===== src/rtl/lighthouse_ootx_encoder_pkg.sv =====
// Lighthouse OOTX encoder shared definitions.
// Constants, register map, FSM encoding, byte helper.
package lighthouse_ootx_encoder_pkg;

  localparam int          OOTX_PREAMBLE_LEN = 17;
  localparam logic [31:0] OOTX_CRC_POLY     = 32'hEDB88320;
  localparam logic [31:0] OOTX_CRC_INIT     = 32'hFFFFFFFF;
  localparam logic [31:0] OOTX_CRC_XOROUT   = 32'hFFFFFFFF;

  localparam int          PL_WORDS = 9;

  localparam logic [5:0]  ADDR_CTRL     = 6'd0;
  localparam logic [5:0]  ADDR_STATUS   = 6'd1;
  localparam logic [5:0]  ADDR_PL_FIRST = 6'd2;
  localparam logic [5:0]  ADDR_PL_LAST  = 6'd10;
  localparam logic [5:0]  ADDR_CRC      = 6'd11;
  localparam logic [31:0] RD_UNMAPPED   = 32'hDEAD_BEEF;

  typedef enum logic [2:0] {
    ST_IDLE,
    ST_LOAD,
    ST_CRC,
    ST_PREAMBLE,
    ST_SYNC,
    ST_WORD,
    ST_DONE
  } ootx_state_t;

  function automatic int ootx_frame_words(input int n);
    return 1 + (n + 1) / 2 + 2;
  endfunction

  // Bytes at or beyond len read as the zero pad byte.
  function automatic logic [7:0] ootx_byte(
    input logic [31:0] words [PL_WORDS],
    input logic [5:0]  idx,
    input int          len
  );
    logic [7:0] v;
    v = 8'h00;
    if (int'(idx) < len)
      v = words[idx[5:2]][{idx[1:0], 3'b000} +: 8];
    return v;
  endfunction

endpackage


===== src/rtl/lighthouse_ootx_encoder_if.sv =====
// Avalon-MM host port of the OOTX encoder.
// Master drives the bus, slave answers.
interface lighthouse_ootx_encoder_if;
  logic [5:0]  address;
  logic        write;
  logic [31:0] writedata;
  logic        read;
  logic [31:0] readdata;
  logic        waitrequest;

  modport master (
    output address, write, writedata, read,
    input  readdata, waitrequest
  );

  modport slave (
    input  address, write, writedata, read,
    output readdata, waitrequest
  );
endinterface


===== src/rtl/lighthouse_ootx_encoder_crc.sv =====
// Bit-serial reflected CRC32, one byte per 8 cycles.
// i_init restarts the running value.
module ootx_crc32_serial
  import lighthouse_ootx_encoder_pkg::*;
(
  input  logic        clk,
  input  logic        rst_n,
  input  logic        i_init,
  input  logic        i_start,
  input  logic [7:0]  i_byte,
  output logic        o_done,
  output logic [31:0] o_crc
);

  logic [31:0] r_crc;
  logic [7:0]  r_data;
  logic [2:0]  r_cnt;
  logic        r_busy;
  logic        r_done;

  always_ff @(posedge clk or negedge rst_n) begin
    if (!rst_n) begin
      r_crc  <= OOTX_CRC_INIT;
      r_data <= '0;
      r_cnt  <= '0;
      r_busy <= 1'b0;
      r_done <= 1'b0;
    end else begin
      r_done <= 1'b0;
      if (i_init) begin
        r_crc  <= OOTX_CRC_INIT;
        r_cnt  <= '0;
        r_busy <= 1'b0;
      end else if (r_busy) begin
        r_crc  <= (r_crc >> 1) ^
                  ((r_crc[0] ^ r_data[0]) ? OOTX_CRC_POLY : 32'h0);
        r_data <= r_data >> 1;
        r_cnt  <= r_cnt + 3'd1;
        if (r_cnt == 3'd7) begin
          r_busy <= 1'b0;
          r_done <= 1'b1;
        end
      end else if (i_start) begin
        r_data <= i_byte;
        r_cnt  <= '0;
        r_busy <= 1'b1;
      end
    end
  end

  assign o_done = r_done;
  assign o_crc  = r_crc ^ OOTX_CRC_XOROUT;

endmodule


===== src/rtl/lighthouse_ootx_encoder.sv =====
// OOTX frame transmitter: Avalon regfile, double buffer,
// CRC pass, then one frame bit per bit_req.
module lighthouse_ootx_encoder
  import lighthouse_ootx_encoder_pkg::*;
#(
  parameter int PAYLOAD_BYTES = 33
) (
  input  logic clock,
  input  logic reset_n,
  lighthouse_ootx_encoder_if.slave bus,
  input  logic bit_req,
  output logic ootx_bit,
  output logic bit_valid,
  output logic frame_done
);

  localparam int DATA_WORDS = (PAYLOAD_BYTES + 1) / 2;
  localparam int NWORDS     = ootx_frame_words(PAYLOAD_BYTES);

  localparam logic [15:0] LEN16       = 16'(PAYLOAD_BYTES);
  localparam logic [5:0]  LAST_BYTE   = 6'(PAYLOAD_BYTES - 1);
  localparam logic [4:0]  LAST_DATA_W = 5'(DATA_WORDS);
  localparam logic [4:0]  W_CRC0      = 5'(DATA_WORDS + 1);
  localparam logic [4:0]  W_END       = 5'(NWORDS);
  localparam logic [4:0]  PRE_LAST    = 5'(OOTX_PREAMBLE_LEN - 1);

  ootx_state_t r_state;
  logic        r_enable;
  logic [15:0] r_frame_cnt;
  logic [31:0] r_stage  [PL_WORDS];
  logic [31:0] r_shadow [PL_WORDS];
  logic [31:0] r_crc_last;
  logic [5:0]  r_byte_idx;
  logic        r_crc_go;
  logic [4:0]  r_pre_cnt;
  logic [4:0]  r_word_idx;
  logic [3:0]  r_bit_idx;
  logic [15:0] r_shift;
  logic        r_ootx_bit;
  logic        r_bit_valid;
  logic        r_frame_done;

  logic        w_is_pl;
  logic [3:0]  w_pl_idx;
  logic        w_wait;
  logic        w_wr_ctrl;
  logic        w_busy;
  logic        w_crc_busy;
  logic [31:0] w_rdata;
  logic        w_crc_init;
  logic        w_crc_start;
  logic        w_crc_done;
  logic [31:0] w_crc;
  logic [7:0]  w_crc_byte;
  logic [5:0]  w_hi_idx;
  logic [5:0]  w_lo_idx;
  logic [7:0]  w_hi_byte;
  logic [7:0]  w_lo_byte;
  logic        w_is_len;
  logic        w_is_dat;
  logic        w_is_c0;
  logic [15:0] w_word;

  assign w_is_pl    = (bus.address >= ADDR_PL_FIRST) &&
                      (bus.address <= ADDR_PL_LAST);
  assign w_pl_idx   = bus.address[3:0] - 4'd2;
  // CTRL is held off for the single LOAD cycle
  assign w_wait     = bus.write && (bus.address == ADDR_CTRL) &&
                      (r_state == ST_LOAD);
  assign w_wr_ctrl  = bus.write && (bus.address == ADDR_CTRL) && !w_wait;
  assign w_busy     = (r_state != ST_IDLE);
  assign w_crc_busy = (r_state == ST_CRC);

  always_comb begin
    w_rdata = RD_UNMAPPED;
    unique case (1'b1)
      (bus.address == ADDR_CTRL):   w_rdata = {31'b0, r_enable};
      (bus.address == ADDR_STATUS): w_rdata = {r_frame_cnt, 14'b0,
                                               w_crc_busy, w_busy};
      w_is_pl:                      w_rdata = r_stage[w_pl_idx];
      (bus.address == ADDR_CRC):    w_rdata = r_crc_last;
      default: ;
    endcase
  end

  assign bus.readdata    = w_rdata;
  assign bus.waitrequest = w_wait;

  always_ff @(posedge clock or negedge reset_n) begin
    if (!reset_n) begin
      r_enable <= 1'b0;
      for (int i = 0; i < PL_WORDS; i++) r_stage[i] <= '0;
    end else begin
      if (w_wr_ctrl) r_enable <= bus.writedata[0];
      if (bus.write && w_is_pl) r_stage[w_pl_idx] <= bus.writedata;
    end
  end

  assign w_crc_init  = (r_state == ST_LOAD);
  assign w_crc_start = (r_state == ST_CRC) && r_crc_go;
  assign w_crc_byte  = ootx_byte(r_shadow, r_byte_idx, PAYLOAD_BYTES);

  ootx_crc32_serial u_crc (
    .clk     (clock),
    .rst_n   (reset_n),
    .i_init  (w_crc_init),
    .i_start (w_crc_start),
    .i_byte  (w_crc_byte),
    .o_done  (w_crc_done),
    .o_crc   (w_crc)
  );

  assign w_hi_idx  = {r_word_idx, 1'b0} - 6'd2;
  assign w_lo_idx  = {r_word_idx, 1'b0} - 6'd1;
  assign w_hi_byte = ootx_byte(r_shadow, w_hi_idx, PAYLOAD_BYTES);
  assign w_lo_byte = ootx_byte(r_shadow, w_lo_idx, PAYLOAD_BYTES);
  assign w_is_len  = (r_word_idx == 5'd0);
  assign w_is_dat  = !w_is_len && (r_word_idx <= LAST_DATA_W);
  assign w_is_c0   = (r_word_idx == W_CRC0);

  always_comb begin
    w_word = {r_crc_last[23:16], r_crc_last[31:24]};
    unique case (1'b1)
      w_is_len: w_word = {LEN16[7:0], LEN16[15:8]};
      w_is_dat: w_word = {w_hi_byte, w_lo_byte};
      w_is_c0:  w_word = {r_crc_last[7:0], r_crc_last[15:8]};
      default: ;
    endcase
  end

  always_ff @(posedge clock or negedge reset_n) begin
    if (!reset_n) begin
      r_state      <= ST_IDLE;
      r_frame_cnt  <= '0;
      r_crc_last   <= '0;
      r_byte_idx   <= '0;
      r_crc_go     <= 1'b0;
      r_pre_cnt    <= '0;
      r_word_idx   <= '0;
      r_bit_idx    <= '0;
      r_shift      <= '0;
      r_ootx_bit   <= 1'b0;
      r_bit_valid  <= 1'b0;
      r_frame_done <= 1'b0;
      for (int i = 0; i < PL_WORDS; i++) r_shadow[i] <= '0;
    end else begin
      r_bit_valid  <= 1'b0;
      r_frame_done <= 1'b0;
      unique case (r_state)
        ST_IDLE: begin
          if (r_enable) r_state <= ST_LOAD;
        end
        ST_LOAD: begin
          r_shadow   <= r_stage;
          r_byte_idx <= '0;
          r_crc_go   <= 1'b1;
          r_pre_cnt  <= '0;
          r_word_idx <= '0;
          r_state    <= ST_CRC;
        end
        ST_CRC: begin
          r_crc_go <= 1'b0;
          if (w_crc_done) begin
            if (r_byte_idx == LAST_BYTE) begin
              r_crc_last <= w_crc;
              r_state    <= ST_PREAMBLE;
            end else begin
              r_byte_idx <= r_byte_idx + 6'd1;
              r_crc_go   <= 1'b1;
            end
          end
        end
        ST_PREAMBLE: begin
          if (bit_req) begin
            r_ootx_bit  <= 1'b0;
            r_bit_valid <= 1'b1;
            r_pre_cnt   <= r_pre_cnt + 5'd1;
            if (r_pre_cnt == PRE_LAST) r_state <= ST_SYNC;
          end
        end
        ST_SYNC: begin
          if (bit_req) begin
            r_ootx_bit  <= 1'b1;
            r_bit_valid <= 1'b1;
            if (r_word_idx == W_END) begin
              r_state <= ST_DONE;
            end else begin
              r_shift   <= w_word;
              r_bit_idx <= '0;
              r_state   <= ST_WORD;
            end
          end
        end
        ST_WORD: begin
          if (bit_req) begin
            r_ootx_bit  <= r_shift[15];
            r_bit_valid <= 1'b1;
            r_shift     <= {r_shift[14:0], 1'b0};
            r_bit_idx   <= r_bit_idx + 4'd1;
            if (r_bit_idx == 4'd15) begin
              r_word_idx <= r_word_idx + 5'd1;
              r_state    <= ST_SYNC;
            end
          end
        end
        ST_DONE: begin
          r_frame_done <= 1'b1;
          r_frame_cnt  <= r_frame_cnt + 16'd1;
          r_state      <= r_enable ? ST_LOAD : ST_IDLE;
        end
        default: r_state <= ST_IDLE;
      endcase
    end
  end

  assign ootx_bit   = r_ootx_bit;
  assign bit_valid  = r_bit_valid;
  assign frame_done = r_frame_done;

endmodule


===== src/flat_wrapper.sv =====
// flat-port wrapper written by rule: the top's interface ports become plain ports
module lighthouse_ootx_encoder_flat import lighthouse_ootx_encoder_pkg::*;
#(
  parameter int PAYLOAD_BYTES = 33
)
  (clock, reset_n, bit_req, ootx_bit, bit_valid, frame_done, bus_address, bus_write, bus_writedata, bus_read, bus_readdata, bus_waitrequest);
  lighthouse_ootx_encoder_if bus_i ();
  input  logic clock;
  input  logic reset_n;
  input  logic bit_req;
  output logic ootx_bit;
  output logic bit_valid;
  output logic frame_done;
  input wire logic [$bits(bus_i.address)-1:0] bus_address;
  input wire logic [$bits(bus_i.write)-1:0] bus_write;
  input wire logic [$bits(bus_i.writedata)-1:0] bus_writedata;
  input wire logic [$bits(bus_i.read)-1:0] bus_read;
  output wire logic [$bits(bus_i.readdata)-1:0] bus_readdata;
  output wire logic [$bits(bus_i.waitrequest)-1:0] bus_waitrequest;
  assign bus_i.address = bus_address;
  assign bus_i.write = bus_write;
  assign bus_i.writedata = bus_writedata;
  assign bus_i.read = bus_read;
  assign bus_readdata = bus_i.readdata;
  assign bus_waitrequest = bus_i.waitrequest;
  lighthouse_ootx_encoder #(.PAYLOAD_BYTES(PAYLOAD_BYTES)) u_core (.clock(clock), .reset_n(reset_n), .bus(bus_i), .bit_req(bit_req), .ootx_bit(ootx_bit), .bit_valid(bit_valid), .frame_done(frame_done));
endmodule

===== config.mk =====
export PLATFORM = sky130hd
export DESIGN_NAME = lighthouse_ootx_encoder_flat
export DESIGN_NICKNAME = d
export VERILOG_FILES = /design/src/rtl/lighthouse_ootx_encoder_pkg.sv /design/src/rtl/lighthouse_ootx_encoder_if.sv /design/src/rtl/lighthouse_ootx_encoder_crc.sv /design/src/rtl/lighthouse_ootx_encoder.sv /design/src/flat_wrapper.sv
export SDC_FILE = /design/constraint.sdc
export NUM_CORES = 2
export LEC_CHECK = 0
export ABC_AREA = 1
export ABC_CLOCK_PERIOD_IN_PS = 4200
export BUFFER_PORTS_ARGS = -buffer_cell sky130_fd_sc_hd__buf_2
export CORE_UTILIZATION = 47
export CTS_BUF_LIST = sky130_fd_sc_hd__clkbuf_8
export CTS_CLUSTER_DIAMETER = 40
export DETAILED_ROUTE_END_ITERATION = 7
export GPL_ROUTABILITY_DRIVEN = 0
export MAX_ROUTING_LAYER = met4
export PLACE_DENSITY = 0.7
export SKIP_LAST_GASP = 1
export SYNTH_ARGS = -nofsm -noshare
export SYNTH_HDL_FRONTEND = slang
export SYNTH_SLANG_ARGS = --single-unit

===== constraint.sdc =====
create_clock -name clock -period 4.2 [get_ports clock]
set_input_delay 0.63 -clock clock [delete_from_list [all_inputs] [get_ports clock]]
set_output_delay 0.63 -clock clock [all_outputs]
set_load 0.01 [all_outputs]

== After elaboration in Yosys (flattened, before gate mapping) ==
Cells that the tools add are included.

* Bits of input ports: 43
* Bits in registers: 713
* Word-level logic and storage cells: 194
* Output and inout bits: 36

* Add/subtract/negate cells: 9
* Bitwise operators: 8
* Shift operators: 3
* Eq/ne operators: 24
* Reductions and logical operators: 31
* Muxes and demuxes: 72
* $lt $le $gt $ge: 11

{| class="wikitable"
|+ Operators with widths
! cell !! number
|-
| $bmux W32 S4 || 4
|-
| $mux W32 || 12
|-
| $bwmux W288 || 1
|-
| $demux W32 S4 || 1
|-
| $pmux W32 S4 || 1
|-
| $shiftx A32 B6 Y8 || 3
|-
| $mux W16 || 3
|-
| $pmux W16 S3 || 1
|-
| $mux W8 || 5
|-
| $mux W3 || 11
|-
| $not A32 Y32 || 1
|-
| $pmux W16 S2 || 1
|-
| $xor A31 B32 Y32 || 1
|-
| $pmux W3 S7 || 1
|-
| $ge A5 B5 Y1 const B || 4
|-
| $not A4 Y5 || 4
|-
| $pmux W5 S2 || 2
|-
| $lt A6 B6 Y1 const B || 3
|-
| $add A16 B1 Y16 const B || 1
|-
| $mux W1 || 16
|-
| $eq A5 B5 Y1 const B || 3
|-
| $mux W5 || 3
|-
| $ne A2 B2 Y1 const B || 7
|-
| $eq A3 B3 Y1 const B || 4
|-
| 39 further kinds || 65
|}

== Depth between registers and ports, before layout ==
* Depth in word-level cells: 11
* Depth in mapped cells: 19
* Depth with buffers taken out: 14

== Hierarchy ==
Synthesis repeated with hierarchy kept, for this count alone.

* Cell total of the unflattened synthesis: 4518
* Area total of the unflattened synthesis: 35798.1 µm²

{| class="wikitable"
|+ Modules (own cells, without submodules)
! module !! seq. area each (µm²) !! area each (µm²) !! times used !! cells an instance
|-
| lighthouse_ootx_encoder || 16716.0 || 33498.4 || 1 || 4270
|-
| ootx_crc32_serial || 1166.1 || 2299.7 || 1 || 248
|}

== Least setup slack after synthesis ==
No wires, ideal clock.

* Kind: input to output
* Start point: input bus_address[1]
* End point: output bus_readdata[0]
* Arrival: 2.373 ns
* Path slack: 1.197 ns
* Buffers on the path: 2
* Cell stages on the path: 10
* Data required time: 3.570 ns
* Cells stage by stage: buf_4 > inv_1 > ha_1 > xnor2_1 > inv_2 > nor2_2 > clkbuf_1 > o21ai_0 > nand4_1 > o2111ai_1

* Word-level cells in the longest chain between the ends: 6
* Elaborated cells between the ends (all ways): 12
* Classes of those cells: add/sub (1); order compare (2); eq/ne (2); mux (4); bitwise (1); reduce/logical (2)

{| class="wikitable"
|+ RTL lines
! item !! line !! RTL
|-
| start, declared || flat_wrapper.sv:14 || <nowiki>input wire logic [$bits(bus_i.address)-1:0] bus_address;</nowiki>
|-
| $sub A4 B2 Y4 || lighthouse_ootx_encoder.sv:66 || <nowiki>assign w_pl_idx = bus.address[3:0] - 4'd2;</nowiki>
|-
| $not A4 Y5 (implied by the code) || lighthouse_ootx_encoder.sv:80 || <nowiki>w_is_pl: w_rdata = r_stage[w_pl_idx];</nowiki>
|-
| $bmux W32 S4 || lighthouse_ootx_encoder.sv:80 ||
|-
| $mux W32 (implied by the code) (2 in series) || lighthouse_ootx_encoder.sv:80 ||
|-
| $pmux W32 S4 * || lighthouse_ootx_encoder.sv:76 || <nowiki>unique case (1'b1)</nowiki>
|-
| end, declared || flat_wrapper.sv:18 || <nowiki>output wire logic [$bits(bus_i.readdata)-1:0] bus_readdata;</nowiki>
|}

Mark *: on every way between the ends. The rest lies on a longest branch, timed or not. The select of a mux whose other input is x is not followed.

== Worst setup path in the final report ==
* Start point: input bus_address[1]
* End point: output bus_readdata[11]

Same word-level chain as after synthesis.

==> metrics.md <==
| Metric | Value |
|---|---|
| Critical path arrival | `3120 ps` |
| Ys async rst share | `100%` |
| Number of global-route vias before repair | `30.0k` |
| Final hold slack | `254 ps` |
| CP max stage cell | `nand4_1` |
| Dpl cell area | `roughly 37,000 µm²` |
| Clock Latency Late Sink | `roughly 740 ps` |
| Worst slew pin tran | `1220 ps` |
| Initial antenna violation count | `3` |
| Largest net degree at the start of global routing | `204` |
| Met2 routed WL | `53.8 mm` |
| Core area | `roughly 74,000 µm²` |
| Share of cells above drive strength 1 | `roughly 9.2%` |
| Flop and latch count out of synthesis | `slightly above 700` |
| Total power | `between 0.02 and 0.025 W` |
| H-tree levels | `3` |
| FMAX | `267 MHz` |
| TritonCTS Buffers | `120` |
| Crit path top cell by count | `buf_2` |
| Setup violations, final | `0` |
| Critical Path Sink Type | `output port` |
| Most used flip-flop cell after synthesis | `dfrtp_1` |
| Antenna viol nets, final | `0` |
| Num ports | `79` |
| Clk_skew | `24.8 ps` |
| Width of the die | `~280 µm` |
| Clk slew on worst S/H paths | `about 60 ps` |
| Critical-path maximum fanout | `36` |
| Non-filler cells, final | `5,516` |
| Syn nets | `between 4k and 5k` |
| Wire length on met1 | `47.3 mm` |
| Worst EP required | `3570 ps` |
| Slew HR | `18.5%` |
| Drt total wl | `121 mm` |
| Clock Sinks | `713` |
| Status | `complete, no violations` |
| Reg2reg start | `u_core.r_word_idx[1]$_DFFE_PN0P_` |
| Vias/cell | `5.82` |
| Final Max Tran Viols | `0` |
| Port bufs | `slightly below 80` |
| Top-count cell post-synth | `nand2_1` |
| Max incr delay on CP | `350 ps` |
| Pwr dens | `568 nW/µm²` |
| Pleak | `roughly 18 nW` |
| Worst path cell trace | `buf_2 -> inv_1 -> ha_1 -> xnor2_1 -> inv_2 -> nor2_4 -> buf_12 -> o21ai_0 -> nand4_1 -> o211ai_1 -> buf_2` |
| Drt drc | `0` |
| Unrepaired setup endpoints after global routing | `false` |
| Die ar. | `about 76,000 µm²` |
| Final #Nets | `4,514` |
| Synth cell count leaders | `nand2_1, o21ai_0, dfrtp_1` |
| Top Layer Used | `met4` |
| Iter 0 DRT Violations | `3,825` |
| Longest Clk Path Bufs | `3` |
| Syn Inst Count | `4,461` |
| Post-Syn Area per Cell | `7.89 µm²` |
| Via count | `32.1k` |
| Final worst path period share | `~89%` |
| Finished Cell Area | `39,300 µm²` |
| Filler instances | `6,964` |
| Initial DRT Pass Iterations | `6` |
| Synthesized cell area | `between 30,000 and 40,000 µm²` |
| Top cell type's share of synthesized area | `48.4%` |
| Hold path startpoint | `bus_write` |
| Peak VDD IR | `roughly 0.5 mV` |
| CTS tree | `built` |
| Core Rows | `99` |
| CTS Root Cell | `clkbuf_8` |
| Final hold viol count | `0` |
| Synth warnings | `0` |
| Global-route wire length before repair | `183 mm` |
| Area contributors post-synth | `dfrtp_1, nand2_1, o21ai_0` |
| Die Ht | `276 µm` |
| Area delta synth->final | `11.7%` |
| Yosys top cell by area | `dfrtp_1` |
| Min cycle time layout | `3750 ps` |
| DP HPWL | `75.5 mm` |
| Post-synthesis sequential area ratio | `50.8%` |
| Max cap viols | `0` |
| Post-synth EDFFs | `0` |
| Overflow after GRT | `0` |
| Placed Cells | `around 5.3k` |
| Critical Path Start | `bus_address[1]` |
| Type of the worst setup path | `primary input to output port` |
| Yosys cell types | `52` |
| Post_cts resized | `0` |
| Initial core utilization | `47.8%` |
| Setup_tns | `0 ps` |
| GRT Util Overall | `33.1%` |
| Avg WL per Cell | `21.9 µm` |
| Met3 WL | `12.3 mm` |
| Tightest Hold Check Type | `primary input to flip-flop` |
| Startpoint types | `primary input` |
## critical path, delay by kind of cell
family                   cells  cell delay (ps)
AND/OR/NAND/NOR              2              470
AO/OA/AOI/OAI                2              480
adder cells (fa/ha/maj)      1              220
buffers and inverters        5             1040
XOR/XNOR                     1              230
## layout make-up
class | count | area, µm² | share of cell area (%)
flip-flops and latches | 713 | 17900 | 45.5
multi-input cells | 3021 | 14500 | 36.9
clock buffers | 142 | 1950 | 4.97
inverters | 423 | 1600 | 4.06
repair buffers | 176 | 1570 | 3.98
well taps | 959 | 1200 | 3.05
clock inverters | 80 | 598 | 1.52
diodes | 2 | 5.00 | 0.0127
## power by group
part           leakage, nW  total [W]  internal (W)  switching (W)
clock network         1.51    0.00658       0.00367        0.00291
logic                 6.63    0.00592       0.00185        0.00408
registers             9.60    0.00985       0.00877        0.00108
## sequential cells by signal, indices dropped and copies added (netlist names), 3 cells and up
name	count
u_core.r_shadow	288
u_core.u_crc.r_crc	32
u_core.r_pre_cnt	5
u_core.u_crc.r_cnt	3
u_core.r_shift	16
u_core.r_state	3
u_core.r_word_idx	5
u_core.r_stage	288
u_core.r_byte_idx	6
u_core.r_bit_idx	4
u_core.r_frame_cnt	16
u_core.u_crc.r_data	8
u_core.r_crc_last	32
## kinds of logic after synthesis
family / share of synthesized area [%]
compound gates: 19.2
xor+xnor: 0.892
fa+ha+maj: 0.569
buf+inv: 8.12
flops: 50.8
mux: 0.0284
simple gates: 20.4
## path summary, 6_finish.rpt
check	to	slack, ps	depth (start not counted)
max	bus_readdata[11]	450	11
min	u_core.r_enable$_DFFE_PN0P_	250	3
max reg2reg	u_core.r_shift[15]$_DFFE_PN0P_	1190	13
min reg2reg	u_core.r_shift[2]$_DFFE_PN0P_	480	2
max in group asynchronous	u_core.u_crc.r_crc[31]$_DFFE_PN1P_	2530	4
min in group asynchronous	u_core.r_stage[115]$_DFFE_PN0P_	570	2
## through the flow
step	worst slack, ps	util (%)
2_1_floorplan	1200	-
5_1_grt	416	53.4
3_3_place_gp	593	50.0
3_5_place_dp	532	50.0
6_report	452	53.4
4_1_cts	524	53.4
## placed cells by master (no fill, tap or decap), types with 6 or more instances in the layout
cell,count
clkbuf_8,142
dfstp_2,32
ha_1,15
o21ai_1,68
xor2_1,23
buf_4,64
clkinv_2,9
nor3_1,7
inv_1,461
o2111ai_1,8
a21boi_0,6
o211ai_1,112
inv_2,8
bufinv_16,10
o22ai_1,128
nand2_1,1292
xnor2_1,9
nand4_1,45
nand3_1,274
clkinv_1,8
nor2_1,79
buf_2,76
o21ai_0,833
buf_12,34
dfrtp_1,677
a21oi_1,73
## what timing repair did
item | in CTS | in global routing
hold endpoints to repair | 81 | 0
buffers inserted | 0 | 0
hold buffers | 1 | 0
## layer usage
metal,global-route usage (%),vias to the layer above
li1,-,14800
met5,-,-
met1,42.5,15300
met3,5.96,363
met4,19.1,0
met2,49.2,1730
Power figures use the tool's default switching activity.
